===== config.mk =====
export PLATFORM = sky130hd
export DESIGN_NAME = xbus_arbiter_flat
export DESIGN_NICKNAME = d
export VERILOG_FILES = /design/src/rtl/xbus_arbiter_if.sv /design/src/rtl/xbus_arbiter.sv /design/src/flat_wrapper.sv
export SDC_FILE = /design/constraint.sdc
export NUM_CORES = 1
export LEC_CHECK = 0
export CAP_MARGIN = 15
export CORE_MARGIN = 4
export CORE_UTILIZATION = 55
export DETAILED_ROUTE_END_ITERATION = 10
export GPL_ROUTABILITY_DRIVEN = 0
export PLACE_DENSITY_LB_ADDON = 0.3
export SYNTH_ARGS = -nofsm -noshare
export SYNTH_HDL_FRONTEND = slang
export SYNTH_SLANG_ARGS = --single-unit

===== constraint.sdc =====
create_clock -name clk -period 3.65 [get_ports clk]
set_input_delay 0.73 -clock clk [delete_from_list [all_inputs] [get_ports clk]]
set_output_delay 0.73 -clock clk [all_outputs]
set_load 0.02 [all_outputs]

===== src/rtl/xbus_arbiter_if.sv =====
// Xbus backplane arbitration signals: active-low open-collector request/busy
// lines from the masters and the registered grant/status outputs of the arbiter.
interface xbus_arbiter_if #(
  parameter int NREQ = 4,
  parameter int IDW  = 2
);
  logic [NREQ-1:0] req_n;
  logic            busy_n;
  logic [NREQ-1:0] grant_n;
  logic [IDW-1:0]  owner;
  logic            owner_valid;
  logic            timeout;

  modport master (
    output req_n, busy_n,
    input  grant_n, owner, owner_valid, timeout
  );

  modport slave (
    input  req_n, busy_n,
    output grant_n, owner, owner_valid, timeout
  );
endinterface


===== src/rtl/xbus_arbiter.sv =====
// Round-robin arbiter for the Xbus open-collector request/busy lines: one
// active-low grant at a time, ack timeout on unused grants, hold-timeout flag.
module xbus_arbiter #(
  parameter int NREQ         = 4,
  parameter int IDW          = 2,
  parameter int CW           = 8,
  parameter int ACK_TIMEOUT  = 8,
  parameter int HOLD_TIMEOUT = 255
) (
  input  logic            clk,
  input  logic            reset_n,
  xbus_arbiter_if.slave   bus
);

  typedef enum logic [1:0] {ST_IDLE, ST_GRANT, ST_BUSY, ST_RELEASE} state_t;

  state_t          state_q, state_d;
  logic [NREQ-1:0] req_meta_q, req_s_q;
  logic            busy_meta_q, busy_s_q;
  logic [CW-1:0]   cnt_q, cnt_d;
  logic [IDW-1:0]  last_q, last_d;
  logic [IDW-1:0]  owner_q, owner_d;
  logic [NREQ-1:0] grant_n_q, grant_n_d;
  logic            owner_valid_q, owner_valid_d;
  logic            timeout_q, timeout_d;

  logic [NREQ-1:0] rq;
  logic            bsy;
  logic [IDW-1:0]  winner;
  logic [IDW-1:0]  cand;
  logic            any_req;

  // Backplane lines are asynchronous; idle level of a pulled-up line is 1.
  always_ff @(posedge clk or negedge reset_n) begin
    if (!reset_n) begin
      req_meta_q  <= '1;
      req_s_q     <= '1;
      busy_meta_q <= 1'b1;
      busy_s_q    <= 1'b1;
    end else begin
      req_meta_q  <= bus.req_n;
      req_s_q     <= req_meta_q;
      busy_meta_q <= bus.busy_n;
      busy_s_q    <= busy_meta_q;
    end
  end

  assign rq  = ~req_s_q;
  assign bsy = ~busy_s_q;

  // Search starts just after the last winner, so it ends up last in line.
  always_comb begin
    winner  = last_q;
    cand    = last_q;
    any_req = 1'b0;
    for (int i = 1; i <= NREQ; i++) begin
      cand = IDW'((int'(last_q) + i) % NREQ);
      if (!any_req && rq[cand]) begin
        any_req = 1'b1;
        winner  = cand;
      end
    end
  end

  always_ff @(posedge clk or negedge reset_n) begin
    if (!reset_n) begin
      state_q       <= ST_IDLE;
      cnt_q         <= '0;
      last_q        <= IDW'(NREQ - 1);
      owner_q       <= '0;
      grant_n_q     <= '1;
      owner_valid_q <= 1'b0;
      timeout_q     <= 1'b0;
    end else begin
      state_q       <= state_d;
      cnt_q         <= cnt_d;
      last_q        <= last_d;
      owner_q       <= owner_d;
      grant_n_q     <= grant_n_d;
      owner_valid_q <= owner_valid_d;
      timeout_q     <= timeout_d;
    end
  end

  always_comb begin
    state_d = state_q;
    case (state_q)
      ST_IDLE: begin
        if (!bsy && any_req) state_d = ST_GRANT;
      end
      ST_GRANT: begin
        if (bsy)                                  state_d = ST_BUSY;
        else if (!rq[owner_q])                    state_d = ST_RELEASE;
        else if (cnt_q == CW'(ACK_TIMEOUT - 1))   state_d = ST_RELEASE;
      end
      ST_BUSY: begin
        if (!bsy) state_d = ST_RELEASE;
      end
      ST_RELEASE: state_d = ST_IDLE;
      default:    state_d = ST_IDLE;
    endcase
  end

  // Outputs are computed from the transition so that they are registered.
  always_comb begin
    grant_n_d     = '1;
    owner_d       = owner_q;
    owner_valid_d = (state_d == ST_GRANT) || (state_d == ST_BUSY);
    timeout_d     = 1'b0;
    last_d        = last_q;
    cnt_d         = cnt_q;
    if (state_d != state_q)
      cnt_d = '0;
    else if (((state_q == ST_GRANT) || (state_q == ST_BUSY)) && (cnt_q != '1))
      cnt_d = cnt_q + 1'b1;
    case (state_q)
      ST_IDLE: begin
        if (state_d == ST_GRANT) begin
          owner_d           = winner;
          grant_n_d[winner] = 1'b0;
        end
      end
      ST_GRANT: begin
        if (state_d == ST_GRANT) grant_n_d[owner_q] = 1'b0;
        if ((state_d == ST_RELEASE) && rq[owner_q]) timeout_d = 1'b1;
      end
      ST_BUSY: begin
        // The counter saturates past this value, so the flag fires once per tenure.
        if ((state_d == ST_BUSY) && (cnt_q == CW'(HOLD_TIMEOUT - 1))) timeout_d = 1'b1;
      end
      ST_RELEASE: last_d = owner_q;
      default: ;
    endcase
  end

  assign bus.grant_n     = grant_n_q;
  assign bus.owner       = owner_q;
  assign bus.owner_valid = owner_valid_q;
  assign bus.timeout     = timeout_q;

endmodule


===== src/flat_wrapper.sv =====
// flat-port wrapper written by rule: the top's interface ports become plain ports
module xbus_arbiter_flat 
#(
  parameter int NREQ         = 4,
  parameter int IDW          = 2,
  parameter int CW           = 8,
  parameter int ACK_TIMEOUT  = 8,
  parameter int HOLD_TIMEOUT = 255
)
  (clk, reset_n, bus_req_n, bus_busy_n, bus_grant_n, bus_owner, bus_owner_valid, bus_timeout);
  xbus_arbiter_if #(.NREQ(NREQ), .IDW(IDW)) bus_i ();
  input  logic clk;
  input  logic reset_n;
  input wire logic [$bits(bus_i.req_n)-1:0] bus_req_n;
  input wire logic [$bits(bus_i.busy_n)-1:0] bus_busy_n;
  output wire logic [$bits(bus_i.grant_n)-1:0] bus_grant_n;
  output wire logic [$bits(bus_i.owner)-1:0] bus_owner;
  output wire logic [$bits(bus_i.owner_valid)-1:0] bus_owner_valid;
  output wire logic [$bits(bus_i.timeout)-1:0] bus_timeout;
  assign bus_i.req_n = bus_req_n;
  assign bus_i.busy_n = bus_busy_n;
  assign bus_grant_n = bus_i.grant_n;
  assign bus_owner = bus_i.owner;
  assign bus_owner_valid = bus_i.owner_valid;
  assign bus_timeout = bus_i.timeout;
  xbus_arbiter #(.NREQ(NREQ), .IDW(IDW), .CW(CW), .ACK_TIMEOUT(ACK_TIMEOUT), .HOLD_TIMEOUT(HOLD_TIMEOUT)) u_core (.clk(clk), .reset_n(reset_n), .bus(bus_i));
endmodule

==> flow_summary.yaml, run 1 <==
outcome:
  outcome: "finished, final reports clean"
worst_setup_path:
  crit_path_end_kind: "flop"
  arrival_ps: 3220
  worst-setup-path-type: "flop to flop"
  cp.required_ps: 3920
  crit_path_start_kind: "flop"
  cp_max_fo: 13
cells_and_area:
  stdcell_count: 193
  nNetsFinal: 178
  drive_gt1_share_pct: 22.1
  syn_to_final_growth_pct: 18.4
  fillCellCount: 192
  num_antenna_cells: 0
  multi_input_area_um2: 744
  seqCellArea_um2: 771
  design_area_mm2: 0.00183
grt:
  grt_first_pass_wirelength_um: 5090
  overflow: 0
  grt.total_usage_pct: 18.8
  grt_pass1_vias: 1118
  antenna_found_initial: 0
  grt_max_degree: 22
drt:
  drt-wirelength-per-cell_um: 15.0
  routed_via_density: 5.96
  drtPass1Iterations: 4
  drt_wl_total_um: 2900
  drt_iter0_drc: 64
  vias: 1150
  drc: 0
  postRouteAntennaNets: 0
clock_network:
  cts_buffers: 5
  cts.sinks: 30
  cts_tree: "done"
  cts_setup_buffers: 0
  clk_pin_slew_ps: 100
  cts.htree.levels: 2
  clockBufferDepth: 2
  hold_buffers: 0
  clkLatencyLatePin_ps: 330
  cts_root_buf: "clkbuf_4"
  cts_resized: 0
power:
  power.leakage_uw: 0.000757
  powerDensity_mw_per_mm2: 867
  vdd_drop_max_mv: 0.625
floorplan:
  dieWidth_um: 60.9
  coreArea_mm2: 0.00257
  die_area_mm2: 0.00371
  initial_utilization_pct: 60.0
  die_h_um: 60.9
  fp-row-count: 18
  ios: 15
sta:
  worstMarginPinSlew_ps: 921
  finalClockSkew_ps: 4.34
  max_freq_mhz: 339
  finalCritPeriodShare_pct: 80.7
  fin_tns_setup_ps: 0
  rsz0062_at_grt: "no"
  final_hold_viol_count: 0
  setup_viol: 0
  period_needed_ps: 2950
  maxSlewHeadroom_pct: 38.4
  finalMaxSlewViolations: 0
logic_synthesis:
  syn_avg_cell_area_um2: 10.9
  yosysWarningCount: 0
  syn_nets: 158
  synthMuxAreaShare_pct: 4.95
  synth_compound_area_share_pct: 14.4
  synth_commonest_cells: "dfstp_2 (16), nand2_1 (16), dfrtp_1 (14), nor2_1 (13), ha_1 (9)"
  yosysTopAreaCellShare_pct: 27.3
  async_flop_share_pct: 100
  syn_inst: 142
  synth-xor-area-share_pct: 2.27
  yosys_most_used_dff: "dfstp_2"
  synth-edff-count: 0
  synth-simple-area-share_pct: 19.3
  synth_cell_type_count: 41
  yosys.area.top_type: "dfstp_2"
  synth_top_family_by_area: "simple AND/OR/NAND/NOR gates"
  ys_seq_elements: 30
  synthTopCellsByArea: "dfstp_2 (27%), dfrtp_1 (23%), ha_1 (7.3%)"
  mappedNetlistArea_mm2: 0.00154
  ys_seq_area_share_pct: 50.0
  synthAdderAreaFrac_pct: 7.31
place:
  postPlaceCellArea_mm2: 0.00172
  io_buffers: 14
  dp_hpwl_um: 2140
  dp.cells: 185
min_path:
  worstHoldPathType: "flop to flop"
job:
  cap_violations: 0
routing by layer:
| metal | track usage (%) | vias to the layer above | routed length (um) |
|---|---|---|---|
| met2 | 30.1 | 35 | 1450 |
| li1 | - | 547 | - |
| met4 | 8.98 | 0 | 44 |
| met1 | 24.4 | 562 | 1230 |
| met3 | 3.83 | 6 | 187 |
| met5 | 0 | - | 0 |
power breakdown:
part | internal [uW] | switching [uW]
clock | 205 | 116
sequential | 435 | 80.0
combinational | 323 | 425
registers in the layout, indices dropped and copies added (netlist names):
register / flops
u_core.cnt_q: 8
u_core.req_meta_q: 4
u_core.busy_meta_q: 1
u_core.busy_s_q: 1
u_core.bus.owner_valid: 1
u_core.req_s_q: 4
u_core.state_q: 2
u_core.bus.owner: 2
u_core.bus.grant_n: 4
u_core.bus.timeout: 1
u_core.last_q: 2
critical path, stage by stage, from the launching register on:
cell,delay (ps)
dfrtp_1,480
inv_1,150
ha_1,410
nor3_1,180
or2_2,340
nor2_1,160
o21a_1,220
ha_1,280
or3b_2,460
a21oi_1,150
nand2_1,60
per-stage QoR:
| step | worst slack [ps] | utilization [%] | power (uW) | hold slack, ps |
|---|---|---|---|---|
| 2_1_floorplan | 867 | - | 1050 | 345 |
| 3_3_place_gp | 867 | 67.0 | 1240 | 346 |
| 3_5_place_dp | 763 | 67.0 | 1260 | 348 |
| 4_1_cts | 739 | 71.1 | 1590 | 362 |
| 5_1_grt | 458 | 71.1 | 1700 | 368 |
| 6_report | 704 | 71.1 | 1580 | 360 |
final cells by class:
| cell class | count | area share, % |
|---|---|---|
| sequential | 30 | 42.2 |
| multi-input combinational | 105 | 40.8 |
| timing repair buffer | 15 | 8.09 |
| clock buffer | 7 | 4.18 |
| tap | 30 | 2.06 |
| clock inverter | 1 | 1.64 |
| inverter | 5 | 1.03 |
cells by family (layout without fill, tap and decap cells):
kind of cell,count (synthesis),count (layout)
xor gates and xnor gates,4,4
muxes,6,6
DFF,30,30
buffers and inverters,7,28
AOI/OAI and AO/OA,30,30
and+or+nand+nor,56,56
adders and majority gates,9,9
path summary, 6_finish.rpt:
path                                      start                     to  slack (ps)  depth (start not counted)
hold / removal             u_core.req_meta_q[0]      u_core.req_s_q[0]         360                          0
setup / recovery              u_core.state_q[0]  u_core.bus.grant_n[0]         700                         10
hold reg to reg            u_core.req_meta_q[0]      u_core.req_s_q[0]         360                          0
min in group asynchronous               reset_n        u_core.cnt_q[4]         910                          1
setup reg to reg              u_core.state_q[0]  u_core.bus.grant_n[0]         700                         10
max in group asynchronous               reset_n      u_core.req_s_q[2]        1990                          2
cells in the final DEF, fill, tap and decap left out, types with 3 or more instances in the layout:
cell             synthesis  layout
inv_1                    5       5
nand4_1                  4       4
xor2_1                   3       3
nand3b_1                 3       3
dfrtp_1                 14      14
nand2_1                 16      16
nand3_1                  4       4
clkdlybuf4s50_1          0      14
ha_1                     9       9
clkbuf_4                 0       5
dfstp_2                 16      16
nor2_1                  13      13
o21ai_0                  7       7
mux2_2                   3       3
a211oi_1                 4       4
a21oi_1                  6       6
(Power assumes the default switching activity.)
==> run 2: changes to the inputs <==
==> constraint.sdc (replaced) <==
create_clock -name clk -period 3.02 [get_ports clk]
set_input_delay 0.604 -clock clk [delete_from_list [all_inputs] [get_ports clk]]
set_output_delay 0.604 -clock clk [all_outputs]
set_load 0.02 [all_outputs]
==> run 2 against run 1 <==
Die area unchanged. Hold slack got worse by 10 ps. First-iteration DRC count down 53%. Highest routed layer unchanged. Critical path type unchanged. Clock power rose by 10%. Fmax is 4.8% higher. Via count is 2.3% higher.
==> flow_summary.yaml, run 2 (same netlist as run 1, synthesis figures left out) <==
drt:
  drtPass1Iterations: 4
  drt_iter0_drc: 30
  drt_wl_total_um: 2920
  vias: 1177
  drc: 0
  drt-wirelength-per-cell_um: 14.9
  postRouteAntennaNets: 0
  routed_via_density: 6.01
sta:
  period_needed_ps: 2810
  maxSlewHeadroom_pct: 41.2
  finalClockSkew_ps: 9.18
  setup_viol: 0
  finalCritPeriodShare_pct: 93.1
  rsz0062_at_grt: "no"
  fin_tns_setup_ps: 0
  layout_setup_ws_ps: 208
  worstMarginPinSlew_ps: 880
  max_freq_mhz: 356
  finalMaxSlewViolations: 0
  final_hold_viol_count: 0
floorplan:
  die_h_um: 60.9
  coreArea_mm2: 0.00257
  ios: 15
  dieWidth_um: 60.9
  initial_utilization_pct: 60.0
  die_area_mm2: 0.00371
  fp-row-count: 18
cells_and_area:
  final_cell_mix: "nand2_1 (16), dfstp_2 (16), clkdlybuf4s50_1 (14), dfrtp_1 (14), nor2_1 (13)"
  num_antenna_cells: 0
  fillCellCount: 206
  nNetsFinal: 181
  syn_to_final_growth_pct: 19.6
  drive_gt1_share_pct: 23.5
  top_register: "u_core.cnt_q"
  stdcell_count: 196
  largest_reg_flops: 8
worst_setup_path:
  r2r_start: "u_core.bus.owner[0]"
  max_stage_delay_ps: 530
  r2r_end: "u_core.bus.grant_n[0]"
  critPathSlowestCell: "mux4_2"
  crit_path_end_kind: "flop"
  crit_start: "u_core.bus.owner[0]"
  crit_path_start_kind: "flop"
  crit_chain: "mux4_2 > a41o_1 > nor4b_4 > a211oi_1 > inv_1 > ha_1 > or3b_2 > a21oi_1 > nand2_1"
  cp_num_cells: 9
  path_buf_inv: 1
  endpoint: "u_core.bus.grant_n[0]"
  cpLargestDelayFamily: "simple AND/OR/NAND/NOR gates"
  cp_max_fo: 7
  cp.required_ps: 3290
  r2r_slack_ps: 210
  arrival_ps: 3080
  r2r_cells: 9
  worst-setup-path-type: "flop to flop"
min_path:
  worstHoldStart: "u_core.req_meta_q[2]"
  worstHoldPathType: "flop to flop"
clock_network:
  cts_buffers: 5
  clkLatencyLatePin_ps: 330
  cts_tree: "done"
  hold_buffers: 0
  cts_setup_buffers: 0
  cts_resized: 0
  clockBufferDepth: 2
  cts.sinks: 30
  cts.htree.levels: 2
  clk_pin_slew_ps: 100
  cts_root_buf: "clkbuf_4"
power:
  p_total_uw: 1890
  vdd_drop_max_mv: 0.730
  powerDensity_mw_per_mm2: 1020
  power.leakage_uw: 0.000770
place:
  dp_hpwl_um: 2210
  io_buffers: 14
  dpl_worst_slack_ps: 250
  dp.cells: 188
grt:
  grt_pass1_vias: 1153
  overflow: 0
  grt_max_degree: 21
  antenna_found_initial: 0
  grt_first_pass_wirelength_um: 5000
  grt.total_usage_pct: 18.7
outcome:
  outcome: "finished, final reports clean"
job:
  cap_violations: 0
==> run 2: cell type report <==
cell class / count / area (um^2) / area share (%)
sequential: 30 / 771 / 41.8
multi-input combinational: 105 / 744 / 40.4
clock buffer: 8 / 101 / 5.50
inverter: 5 / 18.8 / 1.02
timing repair buffer: 18 / 170 / 9.23
tap: 30 / 37.5 / 2.04
==> run 2: per-layer routing <==
layer	up-vias	part of all wire, %	GRT usage (%)
met5	-	0	0
met4	0	1.6	8.98
met3	6	5.3	5.96
met2	31	51	31.3
met1	583	42	21.7
li1	557	-	-
==> run 2: stage by stage <==
stage	utilization (%)	area (um^2)	hold WS [ps]
finish	71.8	1840	350
CTS	71.8	1840	354
global placement	67.8	1740	346
detailed placement	67.8	1740	347
floorplan	-	1540	308
global route	71.8	1840	360
==> run 2: worst register-to-register path, stage by stage, from the launching register on <==
cell	delay, ps
dfrtp_1	390
mux4_2	530
a41o_1	290
nor4b_4	340
a211oi_1	160
inv_1	90
ha_1	250
or3b_2	470
a21oi_1	160
nand2_1	60
==> run 2: worst min-delay path by stage <==
stage,to,slack [ps],depth (start not counted)
3_5_place_dp,u_core.req_s_q[3],350,0
4_1_cts,u_core.req_s_q[2],350,0
5_1_grt,u_core.req_s_q[2],360,0
6_report,u_core.req_s_q[2],350,0
2_1_floorplan,u_core.bus.owner[0],310,0
3_3_place_gp,u_core.req_s_q[3],350,0
==> run 2: report_power, final <==
group,leakage (uW),switching (uW),internal (uW),total [uW]
Sequential,0.000353,90.4,526,616
Clock,0.0000548,139,214,353
Combinational,0.000362,516,404,920
==> run 3: changes to the inputs <==
--- a/config.mk
+++ b/config.mk
@@ -6,6 +6,7 @@
 export NUM_CORES = 1
 export LEC_CHECK = 0
 export CAP_MARGIN = 15
+export CORE_ASPECT_RATIO = 1.4
 export CORE_MARGIN = 4
 export CORE_UTILIZATION = 55
 export DETAILED_ROUTE_END_ITERATION = 10
==> run 3 against run 2 <==
Design area is 2.9% lower. Sequential share of layout area is 1.3 points higher. Non-clock buffer count is 2 lower. Routed wire length is 2.2% lower. Clock skew is 4.6 ps higher. Fmax is 1.9% higher. Flip-flop and latch count stayed put. Critical endpoint unchanged. Largest cell class unchanged. Largest power group unchanged.
==> flow_summary.yaml, run 3 (same netlist as run 1, synthesis figures left out) <==
min_path:
  worstHoldStart: "u_core.busy_meta_q"
  hold_end: "u_core.busy_s_q"
  min_path_cells: 0
  worstHoldPathType: "flop to flop"
worst_setup_path:
  cp.required_ps: 3280
  path_buf_inv: 1
  arrival_ps: 3020
  cp_max_fo: 8
  r2r_end: "u_core.bus.grant_n[0]"
  crit_path_start_kind: "flop"
  critPathSlowestCell: "mux4_2"
  worst-setup-path-type: "flop to flop"
  r2r_start: "u_core.bus.owner[0]"
  cpLargestDelayFamily: "simple AND/OR/NAND/NOR gates"
  max_stage_delay_ps: 560
  r2r_cells: 9
  crit_chain: "mux4_2 > a41o_1 > nor4b_4 > a211oi_1 > inv_1 > ha_1 > or3b_2 > a21oi_1 > nand2_1"
  r2r_slack_ps: 260
  crit_path_end_kind: "flop"
drt:
  vias: 1134
  drt-wirelength-per-cell_um: 14.3
  routed_via_density: 5.70
  drtPass1Iterations: 4
  drt_iter0_drc: 60
  postRouteAntennaNets: 0
  drc: 0
  drt_wl_total_um: 2860
grt:
  grt.total_usage_pct: 18.6
  grt_max_degree: 31
  grt_pass1_vias: 1153
  antenna_found_initial: 0
  grt_first_pass_wirelength_um: 5060
  overflow: 0
cells_and_area:
  nNetsFinal: 179
  top_register: "u_core.cnt_q"
  syn_to_final_growth_pct: 16.1
  design_area_mm2: 0.00179
  stdcell_count: 199
  fillCellCount: 215
  drive_gt1_share_pct: 21.5
  num_antenna_cells: 0
  largest_reg_flops: 8
  final_cell_mix: "nand2_1 (16), dfstp_2 (16), clkdlybuf4s50_1 (14), dfrtp_1 (14), nor2_1 (13)"
power:
  p_int_uw: 1040
  p_comb_share_pct: 51.8
  switching_share_pct: 41.4
  clkPwrFrac_pct: 13.1
  switchingPower_uw: 734
  vdd_drop_max_mv: 0.585
  powerDensity_mw_per_mm2: 989
  power.leakage_uw: 0.000737
  seqPwrFrac_pct: 35.2
  p_total_uw: 1770
clock_network:
  cts_buffers: 5
  cts_tree: "done"
  cts_setup_buffers: 0
  clockBufferDepth: 2
  cts.htree.levels: 2
  cts_resized: 0
  clkLatencyLatePin_ps: 330
  hold_buffers: 0
  cts_root_buf: "clkbuf_4"
  cts.sinks: 30
  clk_pin_slew_ps: 90
place:
  dp_hpwl_um: 2220
  io_buffers: 14
  dp.cells: 192
  postPlaceCellArea_mm2: 0.00173
sta:
  final_hold_viol_count: 0
  rsz0062_at_grt: "no"
  finalMaxSlewViolations: 0
  max_freq_mhz: 362
  worstMarginPinSlew_ps: 509
  finalCritPeriodShare_pct: 91.4
  period_needed_ps: 2760
  setup_viol: 0
  finalClockSkew_ps: 13.7
  maxSlewHeadroom_pct: 65.9
  fin_tns_setup_ps: 0
floorplan:
  dieWidth_um: 52.7
  die_area_mm2: 0.00373
  fp-row-count: 22
  die_h_um: 70.6
  ios: 15
  initial_utilization_pct: 58.3
  coreArea_mm2: 0.00264
job:
  cap_violations: 0
outcome:
  outcome: "finished, final reports clean"
[run 3: worst max-delay path by stage]
stage | end | from | depth (start not counted)
4_1_cts | u_core.bus.grant_n[0] | u_core.bus.owner[0] | 9
6_report | u_core.bus.grant_n[0] | u_core.bus.owner[0] | 9
2_1_floorplan | u_core.bus.grant_n[0] | u_core.bus.owner[0] | 9
3_3_place_gp | u_core.bus.grant_n[0] | u_core.bus.owner[0] | 9
5_1_grt | u_core.bus.grant_n[0] | u_core.state_q[1] | 10
3_5_place_dp | u_core.bus.grant_n[0] | u_core.bus.owner[0] | 9
[run 3: routing by layer]
| metal | share of wire [%] | track usage [%] | vias up |
|---|---|---|---|
| li1 | - | - | 552 |
| met1 | 37 | 18.8 | 542 |
| met2 | 54 | 31.1 | 26 |
| met3 | 3.5 | 6.74 | 14 |
| met4 | 5.2 | 12.2 | 0 |
| met5 | 0 | 0 | - |
[run 3: power by group through the flow]
| stage | logic (uW) | clock network (uW) | registers [uW] |
|---|---|---|---|
| after global routing | 1010 | 260 | 640 |
| after CTS | 918 | 241 | 622 |
| after floorplan | 605 | 0 | 662 |
| after global placement | 881 | 0 | 620 |
| after detailed placement | 915 | 0 | 630 |
| final | 916 | 231 | 623 |
[run 3: layout make-up]
| class | count | area, um^2 | area share [%] |
|---|---|---|---|
| tap | 36 | 45.0 | 2.52 |
| timing repair buffer | 16 | 155 | 8.67 |
| multi-input combinational | 105 | 744 | 41.6 |
| sequential | 30 | 771 | 43.1 |
| inverter | 5 | 18.8 | 1.05 |
| clock buffer | 7 | 55.1 | 3.08 |
[run 3: through the flow]
step           util, %  hold slack, ps  setup WS [ps]
2_1_floorplan        -             308            237
3_3_place_gp      65.6             347            356
3_5_place_dp      65.6             348            255
4_1_cts           67.7             360            252
5_1_grt           67.7             368           67.3
6_report          67.7             358            260
